File: src/rtl/rate_sched_pkg.sv
// Shared types and defaults for the modem clock-enable scheduler.
package rate_sched_pkg;
    localparam int DIV_W       = 4;
    localparam int DEF_SAM_DIV = 4;
    localparam int DEF_SPS     = 4;

    typedef enum logic [1:0] {IDLE, RUN, PEND} state_t;

    // A divisor of zero would stall the counters; run it as divide-by-one.
    function automatic int unsigned clamp_div(input int unsigned d);
        return (d == 0) ? 1 : d;
    endfunction
endpackage

File: src/rtl/rate_div_cnt.sv
// Modulo-N counter: counts 0..modulus-1 while adv is high, clr wins over adv.
// wrap flags the cycle in which an advance takes the count back to 0.
module rate_div_cnt #(
    parameter int W = 4
) (
    input  logic         clk,
    input  logic         reset,
    input  logic         clr,
    input  logic         adv,
    input  logic [W-1:0] modulus,
    output logic [W-1:0] cnt,
    output logic         wrap
);
    logic [W-1:0] cnt_nxt;

    assign wrap = adv && (cnt >= modulus - W'(1));

    always_comb begin
        cnt_nxt = cnt;
        if (clr)
            cnt_nxt = '0;
        else if (wrap)
            cnt_nxt = '0;
        else if (adv)
            cnt_nxt = cnt + W'(1);
    end

    always_ff @(posedge clk) begin
        if (reset)
            cnt <= '0;
        else
            cnt <= cnt_nxt;
    end
endmodule

File: src/rtl/rate_sched.sv
// Sample/symbol clock-enable scheduler with glitch-free rate switching at symbol boundaries.
// Optional sys_clk2_en half-rate enable is built when RATE_SCHED_SYS2_EN is defined.
module rate_sched #(
    parameter int DIV_W       = rate_sched_pkg::DIV_W,
    parameter int SYM_CNT_W   = 8,
    parameter int DEF_SAM_DIV = rate_sched_pkg::DEF_SAM_DIV,
    parameter int DEF_SPS     = rate_sched_pkg::DEF_SPS
) (
    input  logic                 clk,
    input  logic                 reset,
    input  logic                 en,
    input  logic                 cfg_valid,
    output logic                 cfg_ready,
    input  logic [DIV_W-1:0]     cfg_sam_div,
    input  logic [DIV_W-1:0]     cfg_sps,
    input  logic                 sync_req,
    output logic                 sam_clk_en,
    output logic                 sym_clk_en,
    output logic [DIV_W-1:0]     sam_phase,
    output logic [SYM_CNT_W-1:0] sym_cnt,
    output logic                 cfg_pend
`ifdef RATE_SCHED_SYS2_EN
    ,output logic                sys_clk2_en
`endif
);
    import rate_sched_pkg::*;

    state_t           state;
    logic [DIV_W-1:0] sam_div, sps, sh_sam_div, sh_sps;
    logic [DIV_W-1:0] new_sam_div, new_sps;
    logic [DIV_W-1:0] sc_cnt_unused, pc_nxt;
    logic             running, hs, restart, cnt_clr;
    logic             sc_wrap, pc_wrap, sam_d, sym_d;

    assign new_sam_div = DIV_W'(clamp_div(32'(cfg_sam_div)));
    assign new_sps     = DIV_W'(clamp_div(32'(cfg_sps)));

    assign running = (state != IDLE);
    assign hs      = cfg_valid && cfg_ready;
    // Counters restart on a sync, or right after the symbol that closes a pending config.
    assign restart = running && en && (sync_req || (state == PEND && sym_clk_en));
    assign cnt_clr = !running || !en || restart;

    rate_div_cnt #(.W(DIV_W)) u_sc (
        .clk     (clk),
        .reset   (reset),
        .clr     (cnt_clr),
        .adv     (1'b1),
        .modulus (sam_div),
        .cnt     (sc_cnt_unused),
        .wrap    (sc_wrap)
    );

    rate_div_cnt #(.W(DIV_W)) u_pc (
        .clk     (clk),
        .reset   (reset),
        .clr     (cnt_clr),
        .adv     (sam_clk_en),
        .modulus (sps),
        .cnt     (sam_phase),
        .wrap    (pc_wrap)
    );

    // sam_phase is the index of the sample being enabled, so the symbol
    // decision looks at the phase the next cycle will show.
    assign pc_nxt = pc_wrap ? '0 : sam_phase + DIV_W'(sam_clk_en);
    assign sam_d  = sc_wrap && !cnt_clr;
    assign sym_d  = sam_d && (pc_nxt == sps - DIV_W'(1));

    always_ff @(posedge clk) begin
        if (reset) begin
            state      <= IDLE;
            sam_div    <= DIV_W'(DEF_SAM_DIV);
            sps        <= DIV_W'(DEF_SPS);
            sh_sam_div <= DIV_W'(DEF_SAM_DIV);
            sh_sps     <= DIV_W'(DEF_SPS);
            sam_clk_en <= 1'b0;
            sym_clk_en <= 1'b0;
            sym_cnt    <= '0;
            cfg_pend   <= 1'b0;
            cfg_ready  <= 1'b1;
        end else begin
            sam_clk_en <= sam_d;
            sym_clk_en <= sym_d;
            sym_cnt    <= sym_cnt + SYM_CNT_W'(sym_d);
            case (state)
                IDLE: begin
                    if (hs) begin
                        sam_div <= new_sam_div;
                        sps     <= new_sps;
                    end
                    if (en)
                        state <= RUN;
                    cfg_ready <= 1'b1;
                end
                default: begin
                    if (!en || sync_req) begin
                        if (hs) begin
                            sam_div <= new_sam_div;
                            sps     <= new_sps;
                        end else if (state == PEND) begin
                            sam_div <= sh_sam_div;
                            sps     <= sh_sps;
                        end
                        cfg_pend  <= 1'b0;
                        cfg_ready <= 1'b1;
                        state     <= en ? RUN : IDLE;
                    end else if (state == PEND && sym_clk_en) begin
                        sam_div   <= sh_sam_div;
                        sps       <= sh_sps;
                        cfg_pend  <= 1'b0;
                        cfg_ready <= 1'b1;
                        state     <= RUN;
                    end else if (hs) begin
                        sh_sam_div <= new_sam_div;
                        sh_sps     <= new_sps;
                        cfg_pend   <= 1'b1;
                        cfg_ready  <= 1'b0;
                        state      <= PEND;
                    end
                end
            endcase
        end
    end

`ifdef RATE_SCHED_SYS2_EN
    always_ff @(posedge clk) begin
        if (reset || !en)
            sys_clk2_en <= 1'b0;
        else if (state == IDLE || sync_req)
            sys_clk2_en <= 1'b1;
        else
            sys_clk2_en <= ~sys_clk2_en;
    end
`endif
endmodule

File: config.mk
export PLATFORM = sky130hd
export DESIGN_NAME = rate_sched
export DESIGN_NICKNAME = d
export VERILOG_FILES = /design/src/rtl/rate_sched_pkg.sv /design/src/rtl/rate_div_cnt.sv /design/src/rtl/rate_sched.sv
export SDC_FILE = /design/constraint.sdc
export NUM_CORES = 1
export LEC_CHECK = 0
export ABC_AREA = 0
export ABC_CLOCK_PERIOD_IN_PS = 9400
export CORE_MARGIN = 4
export CORE_UTILIZATION = 40
export CTS_CLUSTER_DIAMETER = 200
export DETAILED_ROUTE_END_ITERATION = 8
export GPL_TIMING_DRIVEN = 0
export SYNTH_ARGS = -nofsm -noshare
export SYNTH_HDL_FRONTEND = slang
export SYNTH_HIERARCHICAL = 1
export SYNTH_SLANG_ARGS = --single-unit
File: constraint.sdc
create_clock -name clk -period 9.4 [get_ports clk]
set_input_delay 2.82 -clock clk [delete_from_list [all_inputs] [get_ports clk]]
set_output_delay 2.82 -clock clk [all_outputs]
set_load 0.03 [all_outputs]
; After elaboration in Yosys (flattened, before gate mapping)
; Cells that the tools add are included.
[totals]
reg_bits = 38
latch_bits = 0
ram_bits = 0
romBits = 0
input_bits = 13
out_inout_bits = 16
n_memories = 0
[op_classes]
n_addsub = 6
mul = 0
div = 0
magnitude_cmp = 2
eq_ne = 5
n_shift = 0
n_mux = 24
n_bitwise = 3
reduce_logical = 28
[ops]
columns = op, n
row1 = $mux 4, 15
row2 = $mux 2, 5
row3 = $add 4x1->4 const B, 2
row4 = $add 8x1->8, 1
row5 = $ge 4x4->1, 2
row6 = $logic_not 4->1, 2
row7 = $sub 4x1->4 const B, 2
row8 = $logic_and 1x1->1, 7
row9 = $reduce_bool 3->1, 2
row10 = $reduce_or 3->1, 2
row11 = $add 4x1->4, 1
row12 = $eq 4x4->1, 1
row13 = $logic_or 1x1->1, 4
row14 = $mux 1, 4
row15 = $ne 2x2->1 const B, 2
row16 = $reduce_and 2->1, 2
row17 = $reduce_and 4->1, 1
row18 = $reduce_bool 4->1, 1
row19 = $reduce_or 4->1, 1
row20 = $logic_not 1->1, 3
row21 = $ne 3x2->1 const B, 1
row22 = $not 1->1, 3
row23 = $reduce_and 3->1, 1
row24 = $eq 2x2->1 const B, 1
row25 = 2 further kinds, 2

; Depth between registers and ports, before layout
; Gate-level depths: netlist (run 1).
[logic_depth]
word_depth = 9
ltp_mapped = 14

; Hierarchy
; Netlist (run 1), hierarchy kept.
[by_module_without_submodules]
columns = mod, n_inst, cells_each, area_per_inst_um2
row1 = rate_sched, 1, 176, 1477.7
row2 = rate_div_cnt, 2, 38, 324.1

; Worst setup path after synthesis (run 1)
; No wires, ideal clock.
[synth_path]
kind = input to register
startpoint = in sync_req
endpoint = reg sym_cnt[5]
arrival_time_ns = 4.200
required_ns = 9.272
slack_ns = 5.073
stages = 8
cell_sequence = and2b_1 -> o211ai_1 -> a2111oi_2 -> ha_1 -> and3_1 -> nand3_1 -> xor2_1 -> nor2_1
[synth_between]
elab_chain_cells = 7
[synth_rtl]
columns = element, line
row1 = from (decl), rate_sched.sv:16  ; input logic sync_req,
row2 = $logic_or 1x1->1, rate_sched.sv:41  ; assign restart = running && en && (sync_req || (state == PEND && sym_clk_en));
row3 = $logic_and 1x1->1, rate_sched.sv:41
row4 = $logic_or 1x1->1, rate_sched.sv:42  ; assign cnt_clr = !running || !en || restart;
row5 = $logic_not 1->1, rate_sched.sv:67  ; assign sam_d = sc_wrap && !cnt_clr;
row6 = $logic_and 1x1->1, rate_sched.sv:67
row7 = $logic_and 1x1->1, rate_sched.sv:68  ; assign sym_d = sam_d && (pc_nxt == sps - DIV_W'(1));
row8 = named net sym_d, rate_sched.sv:33  ; logic sc_wrap, pc_wrap, sam_d, sym_d;
row9 = $add 8x1->8, rate_sched.sv:85  ; sym_cnt <= sym_cnt + SYM_CNT_W'(sym_d);
row10 = to (signal assigned), rate_sched.sv:85
row11 = to (decl), rate_sched.sv:20  ; output logic [SYM_CNT_W-1:0] sym_cnt,
; The timed path passes the listed nets, and every way through them passes these cells.
; A chain may end at the register's enable or synchronous reset.

; Final worst setup path (run 1)
[layout_path]
startpoint = in sync_req
endpoint = reg sym_cnt[7]
; The elaborated chain is that of the path after synthesis.

==> flow_metrics.tcl, run 1 <==
set metrics [dict create \
    cts_setup_buffers 0 \
    ant_nets 0 \
    core-area_um2 5140 \
    cts.sinks 38 \
    status "finished clean" \
    dp_hpwl_mm 3.61 \
    hold_viol 0 \
    synth_top_area_cell "dfxtp_1" \
    criticalPathCategory "primary input to register" \
    top_level_ports 29 \
    p_leak_uw 0.000969 \
    yosysWarnings 6 \
    gr-total-overflow 0 \
    swShare_pct 27.3 \
    clock_latency_ns 0.29 \
    holdPathStages 2 \
    cp.depth 9 \
    avgViaCountPerCell 5.21 \
    first_global_vias 1784 \
    drv_slew 0 \
    final_nets 322 \
    start_util_pct 41.4 \
    power_switching_uw 92.7 \
    startpoint_type "primary input" \
    fin_crit_ns 4.77 \
    setup_viol 0 \
    die_h_um 80.9 \
    wirelength_mm 4.79 \
    worstPathMaxFanout 6 \
    cpPeakStageDelay_ns 0.43 \
    hold_path.class "register to register" \
    seq_power_share_pct 49.9 \
    diodes 0 \
    rows 26 \
    clock.fmax_mhz 209 \
    critical_path_required_ns 9.57 \
    fillCellCount 546 \
    seq_area_um2 761 \
    fin_hold_ws_ns 0.483 \
    synth_edf_count 0 \
    critical_path_buf_inv_count 1 \
    ff2ff_path_depth 14 \
    intPower_uw 246 \
    combPwrFrac_pct 14.7 \
    die_area_um2 6540 \
    cts_buffers 5 \
    final_util_pct 50.7 \
    crit_family "simple AND/OR/NAND/NOR gates" \
    arrival_ns 4.94 \
    wl_per_cell_um 13.2 \
    skew_ns 0.00364 \
    postSynthCellCount 252 \
    p_clk_share_pct 35.4 \
    relSlewSlack_pct 28.8 \
    firstDrtPassIters 4 \
    ys_seq_elements 38 \
    ys_seq_area_share_pct 35.8 \
    port_buffers 28 \
    cts_hold_buf 0 \
    cts_resized 0 \
    max_cap_viol_count 0 \
    cts_tree "yes" \
    h-tree-depth 2 \
    cts_root_buffer "clkbuf_8" \
    worst_slew_pin_slew_ns 1.06 \
    gp_congestion 0.756 \
    end_kind "register" \
    grt_antenna_before_repair 0 \
    clock_path_buffers 2 \
    multi_input_area_um2 1310 \
    rsz0062_at_grt "no" \
    fin_crit_sh_pct 50.8 \
    syn_to_final_growth_pct 22.7 \
    synth_area_leaders "dfxtp_1, ha_1, nor2_1" \
    syn_area_um2 2130 \
    syn_avg_cell_area_um2 8.44 \
    drt_iter0_markers 86 \
    drive_gt1_share_pct 5.80 \
    grt_pass1_wl_mm 8.30 \
    die_w_um 80.9 \
    synth_top_area_share_pct 35.8 \
    clk_pin_slew_ns 0.08 \
    synth_cell_types 42 \
    vias 1890 \
    tns_ns 0 \
    synth-async-reset-ratio_pct 0 \
    drc_errors 0 \
    grt_usage_pct 16.1 \
    crit_slowest_cell "clkdlybuf4s50_1" \
    cp_cell_sequence "clkdlybuf4s50_1 > and2b_1 > o211ai_1 > a2111oi_2 > ha_1 > and3_1 > nand3_1 > xor2_1 > nor2_1" \
    synth_ff_type "dfxtp_1" \
    power_density_nw_per_um2 130 \
    grt_max_degree 16 \
    ir_worst_vdd_mv 0.109 \
]
[routing by layer]
layer	GRT usage, %	vias up	part of all wire (%)
met5	0	-	0
met4	5.91	0	1.3
met3	3.55	10	5.0
met2	25.3	36	45
met1	21.6	855	49
li1	-	989	-
[per-stage QoR]
| step | area [um^2] | instances | setup WS [ns] | total power [uW] |
|---|---|---|---|---|
| global placement | 2510 | 355 | 4.30 | 222 |
| finish | 2610 | 363 | 4.63 | 339 |
| CTS | 2610 | 363 | 4.59 | 344 |
| global route | 2610 | 363 | 4.43 | 358 |
| detailed placement | 2510 | 355 | 4.29 | 223 |
| floorplan | 2140 | 257 | 5.07 | 207 |
[synthesized netlist by cell type, drive strengths merged, types with 3 or more instances]
cell type and number:
nand2 19, nor2b 5, a2111oi 3, o31ai 3, ha 17, nor3 10, xor2 8, o22a 5
inv 13, nor2 26, nand2b 3, clkbuf 5, dfxtp 38, xnor2 10, nand3 5, a211oi 7
a21oi 18, o21ai 18, nor4 4, o22ai 9
[kinds of logic (layout without fill, tap and decap cells)]
| group | count (synthesis) | after routing | share of synthesized area, % |
|---|---|---|---|
| adders and majority gates | 17 | 17 | 10.0 |
| and+or+nand+nor | 86 | 86 | 20.6 |
| muxes | 1 | 1 | 0.471 |
| buffers and inverters | 19 | 55 | 3.41 |
| other | 1 | 6 | 0.176 |
| xor gates and xnor gates | 18 | 18 | 7.42 |
| AOI/OAI and AO/OA | 72 | 72 | 22.1 |
| DFF | 38 | 38 | 35.8 |
[power by group through the flow]
stage                     sequential [uW]  clock, uW  combinational [uW]
final                                 169        120                49.9
after global routing                  170        131                57.2
after CTS                             169        124                50.2
after detailed placement              173          0                49.6
after global placement                173          0                49.3
after floorplan                       172          0                34.1
[sequential cells by signal (all words and copies together) (netlist names)]
register,count
u_sc/cnt,4
state,2
sym_cnt,8
sh_sps,4
sam_clk_en,1
u_pc/cnt,4
cfg_ready,1
sps,4
cfg_pend,1
sym_clk_en,1
sh_sam_div,4
sam_div,4
[placed cells by master, fill, tap and decap left out, types with 6 or more instances in the layout]
cell,n
xor2_1,8
a21oi_1,18
nand2_1,19
o21ai_0,11
o21ai_1,7
o22ai_1,9
ha_1,17
nor2_1,26
xnor2_1,10
clkbuf_8,6
clkdlybuf4s50_1,28
nor3_1,9
inv_1,11
dfxtp_1,38
conb_1,6
[worst min-delay path, delay by kind of cell (launching register included)]
kind / cells / cell delay, ns
flip-flops: 1 / 0.31
AO/OA/AOI/OAI: 2 / 0.13
[final timing paths]
kind / slack, ns / endpoint / from
worst max-delay path: 4.63 / sym_cnt[7]$_SDFF_PP0_ / sync_req
worst max register to register: 5.92 / sym_cnt[7]$_SDFF_PP0_ / sps[0]$_SDFFE_PP0P_
worst min register to register: 0.48 / sh_sps[3]$_SDFFE_PP0P_ / sh_sps[3]$_SDFFE_PP0P_
worst min-delay path: 0.48 / sh_sps[3]$_SDFFE_PP0P_ / sh_sps[3]$_SDFFE_PP0P_
[layout make-up]
| cell class | instances | area share, % |
|---|---|---|
| repair buffers | 28 | 10.7 |
| clock buffers | 6 | 3.17 |
| well taps | 70 | 3.36 |
| inverters | 13 | 1.87 |
| plain buffers | 6 | 0.912 |
| clock inverters | 2 | 0.480 |
| flip-flops and latches | 38 | 29.2 |
| multi-input cells | 200 | 50.3 |
(Power assumes the default switching activity.)
==> inputs of run 2 (changes only) <==
Settings changed: ABC_CLOCK_PERIOD_IN_PS 9400 to 4450.
Clock period 9.4 ns to 4.45 ns, I/O delays scaled along.
==> results of run 2 <==
The final DEF is identical to that of run 1. Status: finished clean.
Main changes from that run: setup slack after placement 4.29 ns -> 0.827 ns; setup slack after layout 4.63 ns -> 0.967 ns; start point of the critical path sync_req -> sps[0]$_SDFFE_PP0P_; register-to-register setup slack 5.92 ns -> 0.97 ns; total power 339 uW -> 716 uW; worst IR drop on VDD 0.109 mV -> 0.229 mV
